<file path="config.mk">
export PLATFORM = sky130hd
export DESIGN_NAME = round_sequencer_flat
export DESIGN_NICKNAME = d
export VERILOG_FILES = /design/src/rtl/round_sequencer_if.sv /design/src/rtl/round_sequencer.sv /design/src/flat_wrapper.sv
export SDC_FILE = /design/constraint.sdc
export NUM_CORES = 1
export LEC_CHECK = 0
export ABC_AREA = 1
export BUFFER_PORTS_ARGS = -buffer_cell sky130_fd_sc_hd__buf_2
export CAP_MARGIN = 40
export CORE_AREA = 2 2 55 78
export CTS_CLUSTER_DIAMETER = 200
export DETAILED_ROUTE_END_ITERATION = 8
export DIE_AREA = 0 0 57 80
export GPL_TIMING_DRIVEN = 0
export PLACE_DENSITY = 0.78
export SYNTH_ARGS = -nofsm -noshare
export SYNTH_HDL_FRONTEND = slang
export SYNTH_SLANG_ARGS = --single-unit
</file>
<file path="constraint.sdc">
create_clock -name clock_i -period 1.45 [get_ports clock_i]
set_input_delay 0.0725 -clock clock_i [delete_from_list [all_inputs] [get_ports clock_i]]
set_output_delay 0.0725 -clock clock_i [all_outputs]
set_load 0.005 [all_outputs]
</file>
<file path="src/rtl/round_sequencer_if.sv">
// Bundle of play-controller signals between the board-side driver and round_sequencer.
// The sequencer takes the slave view; whoever drives the buttons takes the master view.
interface round_sequencer_if;
    logic       start_i;
    logic [3:0] buttons_i;
    logic [1:0] mode_o;
    logic [1:0] selected_o;
    logic       round_reset_o;
    logic       round_active_o;
    logic       timeout_o;

    modport master (
        output start_i,
        output buttons_i,
        input  mode_o,
        input  selected_o,
        input  round_reset_o,
        input  round_active_o,
        input  timeout_o
    );

    modport slave (
        input  start_i,
        input  buttons_i,
        output mode_o,
        output selected_o,
        output round_reset_o,
        output round_active_o,
        output timeout_o
    );
endinterface

</file>
<file path="src/rtl/round_sequencer.sv">
// Play controller: debounces four buttons, walks IDLE/SELECT/CLEAR/RUN, and times
// the round-reset pulse and the round itself.
module round_sequencer #(
    parameter int DEBOUNCE_CYCLES = 16,
    parameter int HOLD_CYCLES     = 8,
    parameter int ROUND_CYCLES    = 1000
) (
    input  logic             clock_i,
    input  logic             reset_i,
    round_sequencer_if.slave bus
);
    localparam int DW = $clog2(DEBOUNCE_CYCLES);
    localparam int HW = (HOLD_CYCLES > 1) ? $clog2(HOLD_CYCLES) : 1;
    localparam int RW = $clog2(ROUND_CYCLES);
    localparam logic [DW-1:0] DEB_LAST   = DW'(DEBOUNCE_CYCLES - 1);
    localparam logic [HW-1:0] HOLD_LAST  = HW'(HOLD_CYCLES - 1);
    localparam logic [RW-1:0] ROUND_LAST = RW'(ROUND_CYCLES - 1);

    typedef enum logic [1:0] {
        IDLE   = 2'b00,
        SELECT = 2'b01,
        CLEAR  = 2'b10,
        RUN    = 2'b11
    } state_t;

    logic [3:0]    r_syncA;
    logic [3:0]    r_syncB;
    logic [3:0]    r_deb;
    logic [3:0]    r_debDly;
    logic [3:0]    r_press;
    logic [DW-1:0] r_debCount [4];

    state_t        r_state;
    state_t        w_nextState;
    logic [HW-1:0] r_holdCount;
    logic [RW-1:0] r_roundCount;
    logic [1:0]    r_selected;
    logic          r_roundReset;
    logic          r_roundActive;
    logic          r_timeout;

    logic          w_anyPress;
    logic [1:0]    w_winner;
    logic          w_timeout;

    // A level is accepted only after it has differed from the debounced value for
    // DEBOUNCE_CYCLES consecutive synchronized samples; any return resets the count.
    always_ff @(posedge clock_i or negedge reset_i) begin
        if (!reset_i) begin
            r_syncA  <= '0;
            r_syncB  <= '0;
            r_deb    <= '0;
            r_debDly <= '0;
            r_press  <= '0;
            for (int k = 0; k < 4; k++) begin
                r_debCount[k] <= '0;
            end
        end else begin
            r_syncA  <= bus.buttons_i;
            r_syncB  <= r_syncA;
            r_debDly <= r_deb;
            r_press  <= r_deb & ~r_debDly;
            for (int k = 0; k < 4; k++) begin
                if (r_syncB[k] == r_deb[k]) begin
                    r_debCount[k] <= '0;
                end else if (r_debCount[k] == DEB_LAST) begin
                    r_deb[k]      <= r_syncB[k];
                    r_debCount[k] <= '0;
                end else begin
                    r_debCount[k] <= r_debCount[k] + DW'(1);
                end
            end
        end
    end

    always_comb begin
        w_anyPress = |r_press;
        w_winner   = 2'd0;
        for (int k = 3; k >= 0; k--) begin
            if (r_press[k]) begin
                w_winner = 2'(k);
            end
        end
    end

    // Abort is tested before terminal count so a simultaneous start wins.
    always_comb begin
        w_nextState = r_state;
        w_timeout   = 1'b0;
        unique case (r_state)
            IDLE: begin
                if (bus.start_i) w_nextState = SELECT;
            end
            SELECT: begin
                if (w_anyPress) w_nextState = CLEAR;
            end
            CLEAR: begin
                if (r_holdCount == HOLD_LAST) w_nextState = RUN;
            end
            RUN: begin
                if (bus.start_i) begin
                    w_nextState = IDLE;
                end else if (r_roundCount == ROUND_LAST) begin
                    w_nextState = IDLE;
                    w_timeout   = 1'b1;
                end
            end
            default: w_nextState = IDLE;
        endcase
    end

    // Outputs are registered from the next state so they line up with mode_o.
    always_ff @(posedge clock_i or negedge reset_i) begin
        if (!reset_i) begin
            r_state       <= IDLE;
            r_holdCount   <= '0;
            r_roundCount  <= '0;
            r_selected    <= '0;
            r_roundReset  <= 1'b0;
            r_roundActive <= 1'b0;
            r_timeout     <= 1'b0;
        end else begin
            r_state       <= w_nextState;
            r_roundReset  <= (w_nextState == CLEAR);
            r_roundActive <= (w_nextState == RUN);
            r_timeout     <= w_timeout;
            if (r_state == CLEAR && w_nextState == CLEAR) begin
                r_holdCount <= r_holdCount + HW'(1);
            end else begin
                r_holdCount <= '0;
            end
            if (r_state == RUN && w_nextState == RUN) begin
                r_roundCount <= r_roundCount + RW'(1);
            end else begin
                r_roundCount <= '0;
            end
            if (r_state == SELECT && w_anyPress) begin
                r_selected <= w_winner;
            end
        end
    end

    assign bus.mode_o         = r_state;
    assign bus.selected_o     = r_selected;
    assign bus.round_reset_o  = r_roundReset;
    assign bus.round_active_o = r_roundActive;
    assign bus.timeout_o      = r_timeout;
endmodule
</file>
<file path="src/flat_wrapper.sv">
// flat-port wrapper written by rule: the top's interface ports become plain ports
module round_sequencer_flat 
#(
    parameter int DEBOUNCE_CYCLES = 16,
    parameter int HOLD_CYCLES     = 8,
    parameter int ROUND_CYCLES    = 1000
)
  (clock_i, reset_i, bus_start_i, bus_buttons_i, bus_mode_o, bus_selected_o, bus_round_reset_o, bus_round_active_o, bus_timeout_o);
  round_sequencer_if bus_i ();
  input  logic clock_i;
  input  logic reset_i;
  input wire logic [$bits(bus_i.start_i)-1:0] bus_start_i;
  input wire logic [$bits(bus_i.buttons_i)-1:0] bus_buttons_i;
  output wire logic [$bits(bus_i.mode_o)-1:0] bus_mode_o;
  output wire logic [$bits(bus_i.selected_o)-1:0] bus_selected_o;
  output wire logic [$bits(bus_i.round_reset_o)-1:0] bus_round_reset_o;
  output wire logic [$bits(bus_i.round_active_o)-1:0] bus_round_active_o;
  output wire logic [$bits(bus_i.timeout_o)-1:0] bus_timeout_o;
  assign bus_i.start_i = bus_start_i;
  assign bus_i.buttons_i = bus_buttons_i;
  assign bus_mode_o = bus_i.mode_o;
  assign bus_selected_o = bus_i.selected_o;
  assign bus_round_reset_o = bus_i.round_reset_o;
  assign bus_round_active_o = bus_i.round_active_o;
  assign bus_timeout_o = bus_i.timeout_o;
  round_sequencer #(.DEBOUNCE_CYCLES(DEBOUNCE_CYCLES), .HOLD_CYCLES(HOLD_CYCLES), .ROUND_CYCLES(ROUND_CYCLES)) u_core (.clock_i(clock_i), .reset_i(reset_i), .bus(bus_i));
endmodule
</file>
## Yosys cells after proc, flatten, opt, wreduce, memory -nomap -nowiden

Cells that the tools add are included.
Widths: inputs -> output; s select.

| word-level totals | value |
|---|---|
| register bits | 56 |
| output and inout port bits | 7 |
| word-level logic and storage cells | 78 |

| cells by class | value |
|---|---|
| $add $sub $neg | 6 |
| equal/unequal tests | 15 |
| muxes and demuxes | 23 |
| bitwise logic cells | 6 |
| reduce and logical (&&, ||, !) cells | 9 |

Operators with widths:

| kind | count |
|---|---|
| $mux 4 | 8 |
| $mux 2 | 9 |
| $add 4x1->4 const B | 4 |
| $eq 4x4->1 const B | 4 |
| $add 10x1->10 const B | 1 |
| $eq 10x10->1 const B | 1 |
| $mux 10 | 1 |
| $eq 2x2->1 const B | 4 |
| $pmux 2 s4 | 1 |
| $reduce_and 2->1 | 4 |
| $and 4x4->4 | 1 |
| $eq 1x1->1 | 4 |
| $not 1->1 | 4 |
| $not 4->4 | 1 |
| $reduce_or 4->1 | 1 |
| $add 3x1->3 const B | 1 |
| $eq 3x3->1 const B | 1 |
| $logic_and 1x1->1 | 3 |
| $mux 1 | 3 |
| $mux 3 | 1 |
| $eq 2x1->1 const B | 1 |
| $logic_not 2->1 | 1 |

## Longest topological paths before layout

| logic depth | value |
|---|---|
| word-level depth | 7 |
| gate-level depth with buffers | 8 |

## Least setup slack after synthesis

Ideal clock, no wire load.

| timing | value |
|---|---|
| kind | register to register |
| from | register u_core.r_roundCount[0] |
| to | register u_core.r_roundCount[7] |
| library setup time | 0.080 ns |
| data arrival time | 1.196 ns |
| slack | 0.174 ns |
| cell stages (with the launch flop) | 8 |
| buffers on the path | 1 |
| clock period less this slack | 1.276 ns |
| cells stage by stage | dfrtp_1 > ha_1 > nand2_1 > nor2_1 > nand2_2 > nand2_2 > buf_6 > nor3_2 |

| on the way | value |
|---|---|
| cells in the longest elaborated chain, start to end | 7 |
| elaborated cells between the ends (all ways) | 8 |
| classes of those cells | 1 x add/sub; 2 x eq/ne; 4 x mux; 1 x reduce/logical |

Ends and longest elaborated chain:

| what | line | source |
|---|---|---|
| start: declaration | round_sequencer.sv:36 | `logic [RW-1:0] r_roundCount;` |
| start signal: assignment | round_sequencer.sv:133 | `r_roundCount <= r_roundCount + RW'(1);` |
| $eq 10x10->1 | round_sequencer.sv:103 | `end else if (r_roundCount == ROUND_LAST) begin` |
| $mux 2 | round_sequencer.sv:103 |  |
| $mux 2 | round_sequencer.sv:101 | `if (bus.start_i) begin` |
| $pmux 2 s4 | round_sequencer.sv:90 | `unique case (r_state)` |
| $eq 2x2->1 | round_sequencer.sv:132 | `if (r_state == RUN && w_nextState == RUN) begin` |
| $logic_and 1x1->1 | round_sequencer.sv:132 |  |
| $mux 10 (*) | round_sequencer.sv:132 |  |

Mark *: on every way between the ends. The rest lies on a longest branch, timed or not.
A chain may end at the register's enable or synchronous reset.

## Worst setup path after layout

| timing | value |
|---|---|
| from | register u_core.r_roundCount[0] |
| to | register u_core.r_roundCount[8] |

The elaborated chain is that of the path after synthesis.

==> impl_metrics.ini <==
[worst_setup_path]
critical_path_class = register to register
cp.required_ns = 1.65
max_stage_delay_ns = 0.41
start_kind = register
cp_slowest_cell = dfrtp_2
crit_family = flip-flops
arrival_ns = 1.54
crit_chain = ha_2 -> nand2_2 -> nor2_1 -> nand2_1 -> o21ai_0 -> a21oi_1
worst-path-buf-inv = 0
cp_max_fo = 5
end_kind = register

[timing]
skew_ns = 0.0128
hold_violations = 0
drv_slew = 0
max_freq_mhz = 746
rsz0062_at_grt = false
worst_slew_pin_slew_ns = 0.406
min_period_ns = 1.34
finalSetupViolations = 0
finalCritPeriodShare = 0.924
slew_headroom = 0.729
fin_tns_setup_ns = 0

[die]
core-area_sq_um = 3850
die_x_microns = 57
start_util = 0.579
chipHeight_microns = 80
die_area_sq_um = 4560
rows = 27
ioPinCount = 14

[finish]
fin_cells = 291
postLayoutCoreUtil = 0.660
diodes = 0
nFillCells = 295
area_growth_pct = 13.9
drive_gt1_frac = 0.133
nNetsFinal = 261

[place]
dpl.hpwl_microns = 2210
port_buffers = 13
place_congestion = 0.853
dp.cells = 277

[flow_run]
cap_violations = 0

[clock_tree]
root_buffer = clkbuf_8
cts_sinks = 56
clock_latency_ns = 0.31
cts_buffer_depth = 2
cts-buffers-inserted = 5
path_clk_slew_ns = 0.10
cts_tree = done
htree_num_levels = 2

[drt]
dr.pass1.iters = 4
vias = 1450
ant_nets = 0
drc = 0
routedWlPerCell_microns = 11.0
via_per_inst = 4.98
wl_microns = 3190
drtIter0Drc = 44

[logic_synthesis]
synth_top_cell_area_share = 0.629
synth_area_sq_um = 2230
synth_area_leaders = dfrtp_1 (63%), nor2_1 (8.4%), inv_1 (4.9%)
yosysSeqAreaShare = 0.629
synth_cell_types = 19
syn_area_per_cell_sq_um = 10.1
ys_warn_count = 0
synth_nets = 234
ys_ff_latch = 56
yosysTopAreaCell = dfrtp_1
syn_inst = 220

[pwr]
p_leak_nw = 1.30
peakVddDrop_uv = 1070
cellPowerDensity_nw_per_um2 = 1260

[global_routing]
grt_first_pass_wirelength_microns = 5660
grt_max_degree = 41
grtUsageTotal = 0.164
antenna_found_initial = 0
grt_pass1_vias = 1362
gr-total-overflow = 0

[hold_path]
hold_path.class = primary input to register

[run_status]
status = completed
-- path summary, 6_finish.rpt --
| path | start | end | slack, ns | depth (start not counted) |
|---|---|---|---|---|
| min reg2reg | u_core.r_syncA[0] | u_core.r_syncB[0] | 0.36 | 0 |
| min in group asynchronous | reset_i | u_core.r_debCount[6] | 0.21 | 2 |
| max | u_core.r_roundCount[0] | u_core.r_roundCount[8] | 0.11 | 6 |
| max in group asynchronous | reset_i | u_core.r_roundCount[0] | 0.70 | 3 |
| max reg2reg | u_core.r_roundCount[0] | u_core.r_roundCount[8] | 0.11 | 6 |
| min | bus_start_i | u_core.bus.mode_o[0] | 0.03 | 3 |
-- cells by family after synthesis --
family | after synthesis | share of synthesized area
buffers and inverters | 30 | 0.0539
AO/OA/AOI/OAI | 11 | 0.0258
adder cells (fa/ha/maj) | 7 | 0.0393
flip-flops | 56 | 0.629
AND/OR/NAND/NOR | 102 | 0.198
XOR/XNOR | 14 | 0.0550
-- placed cells by master (no fill, tap or decap) --
cell	Yosys	final
nor3b_2	1	1
o31ai_1	1	1
dfrtp_2	0	1
dlygate4sd3_1	0	5
ha_2	0	1
nor3_2	1	1
nand2_2	3	4
nor2_1	50	50
clkbuf_8	0	5
buf_2	0	13
buf_12	0	1
nand2_1	26	25
nor3_1	5	5
inv_1	29	29
nand4_1	2	2
buf_6	1	1
xor2_1	6	6
clkbuf_1	0	1
xnor2_1	8	8
buf_4	0	1
nor2_2	1	1
nand3_2	1	1
a21oi_1	8	8
ha_1	7	6
nand3_1	12	12
dfrtp_1	56	55
bufinv_16	0	1
o21ai_0	2	2
clkinv_2	0	1
-- cells in the mapped netlist (all sizes together) --
library cell,instances
o21ai,2
nor3,6
nand4,2
xnor2,8
a21oi,8
o31ai,1
nand3,13
xor2,6
ha,7
nand2,29
buf,1
nor3b,1
nor2,51
dfrtp,56
inv,29
-- registers in the layout, indices dropped and copies added (netlist names) --
register and cells:
u_core.r_debCount 16, u_core.r_holdCount 3, u_core.r_press 4, u_core.r_roundCount 10
u_core.r_debDly 4, u_core.bus.selected_o 2, u_core.r_syncB 4, u_core.bus.round_reset_o 1
u_core.r_syncA 4, u_core.bus.timeout_o 1, u_core.r_deb 4, u_core.bus.round_active_o 1
u_core.bus.mode_o 2
-- stage by stage --
step / instance area, sq um / hold WS (ns) / power, mW / worst slack, ns
floorplan: 2230 / -0.223 / 2.06 / 0.174
global placement: 2350 / 0.180 / 2.21 / 0.0741
detailed placement: 2370 / 0.0279 / 2.24 / 0.0621
CTS: 2530 / 0.0242 / 3.24 / 0.0333
global route: 2540 / 0.0438 / 3.38 / 0.0271
finish: 2540 / 0.0318 / 3.21 / 0.110
-- timing repair --
| item | in CTS | in global routing |
|---|---|---|
| gates resized for setup | 0 | 3 |
| hold endpoints to repair | 20 | 0 |
| hold buffers | 5 | 0 |
| setup endpoints to repair | 0 | 11 |
| setup buffers | 0 | 1 |
-- worst min-delay path: stages --
cell	delay [ns]
buf_2	0.09
nor2_1	0.04
nor2_1	0.10
-- area by class of cell --
cell class	count	area, sq um	share of cell area
clock buffer	6	72.6	0.0286
inverter	29	109	0.0429
multi-input combinational	134	713	0.281
tap	43	53.8	0.0212
timing repair buffer	20	143	0.0562
sequential	56	1400	0.552
buffer	1	11.3	0.00443
clock inverter	2	35.0	0.0138
-- power by group --
part	leakage [nW]	switching, mW	internal [mW]	total, mW
clock network	0.0552	0.470	0.513	0.983
logic	0.499	0.282	0.181	0.463
registers	0.745	0.0878	1.67	1.76
total	1.30	0.839	2.37	3.21
-- per-layer routing --
metal / global-route usage / routed length (microns)
met4: 0.0953 / 83
met2: 0.267 / 1590
met3: 0.0421 / 110
met5: 0 / 0
met1: 0.194 / 1400
No activity file was read; power rests on OpenSTA's default activity.
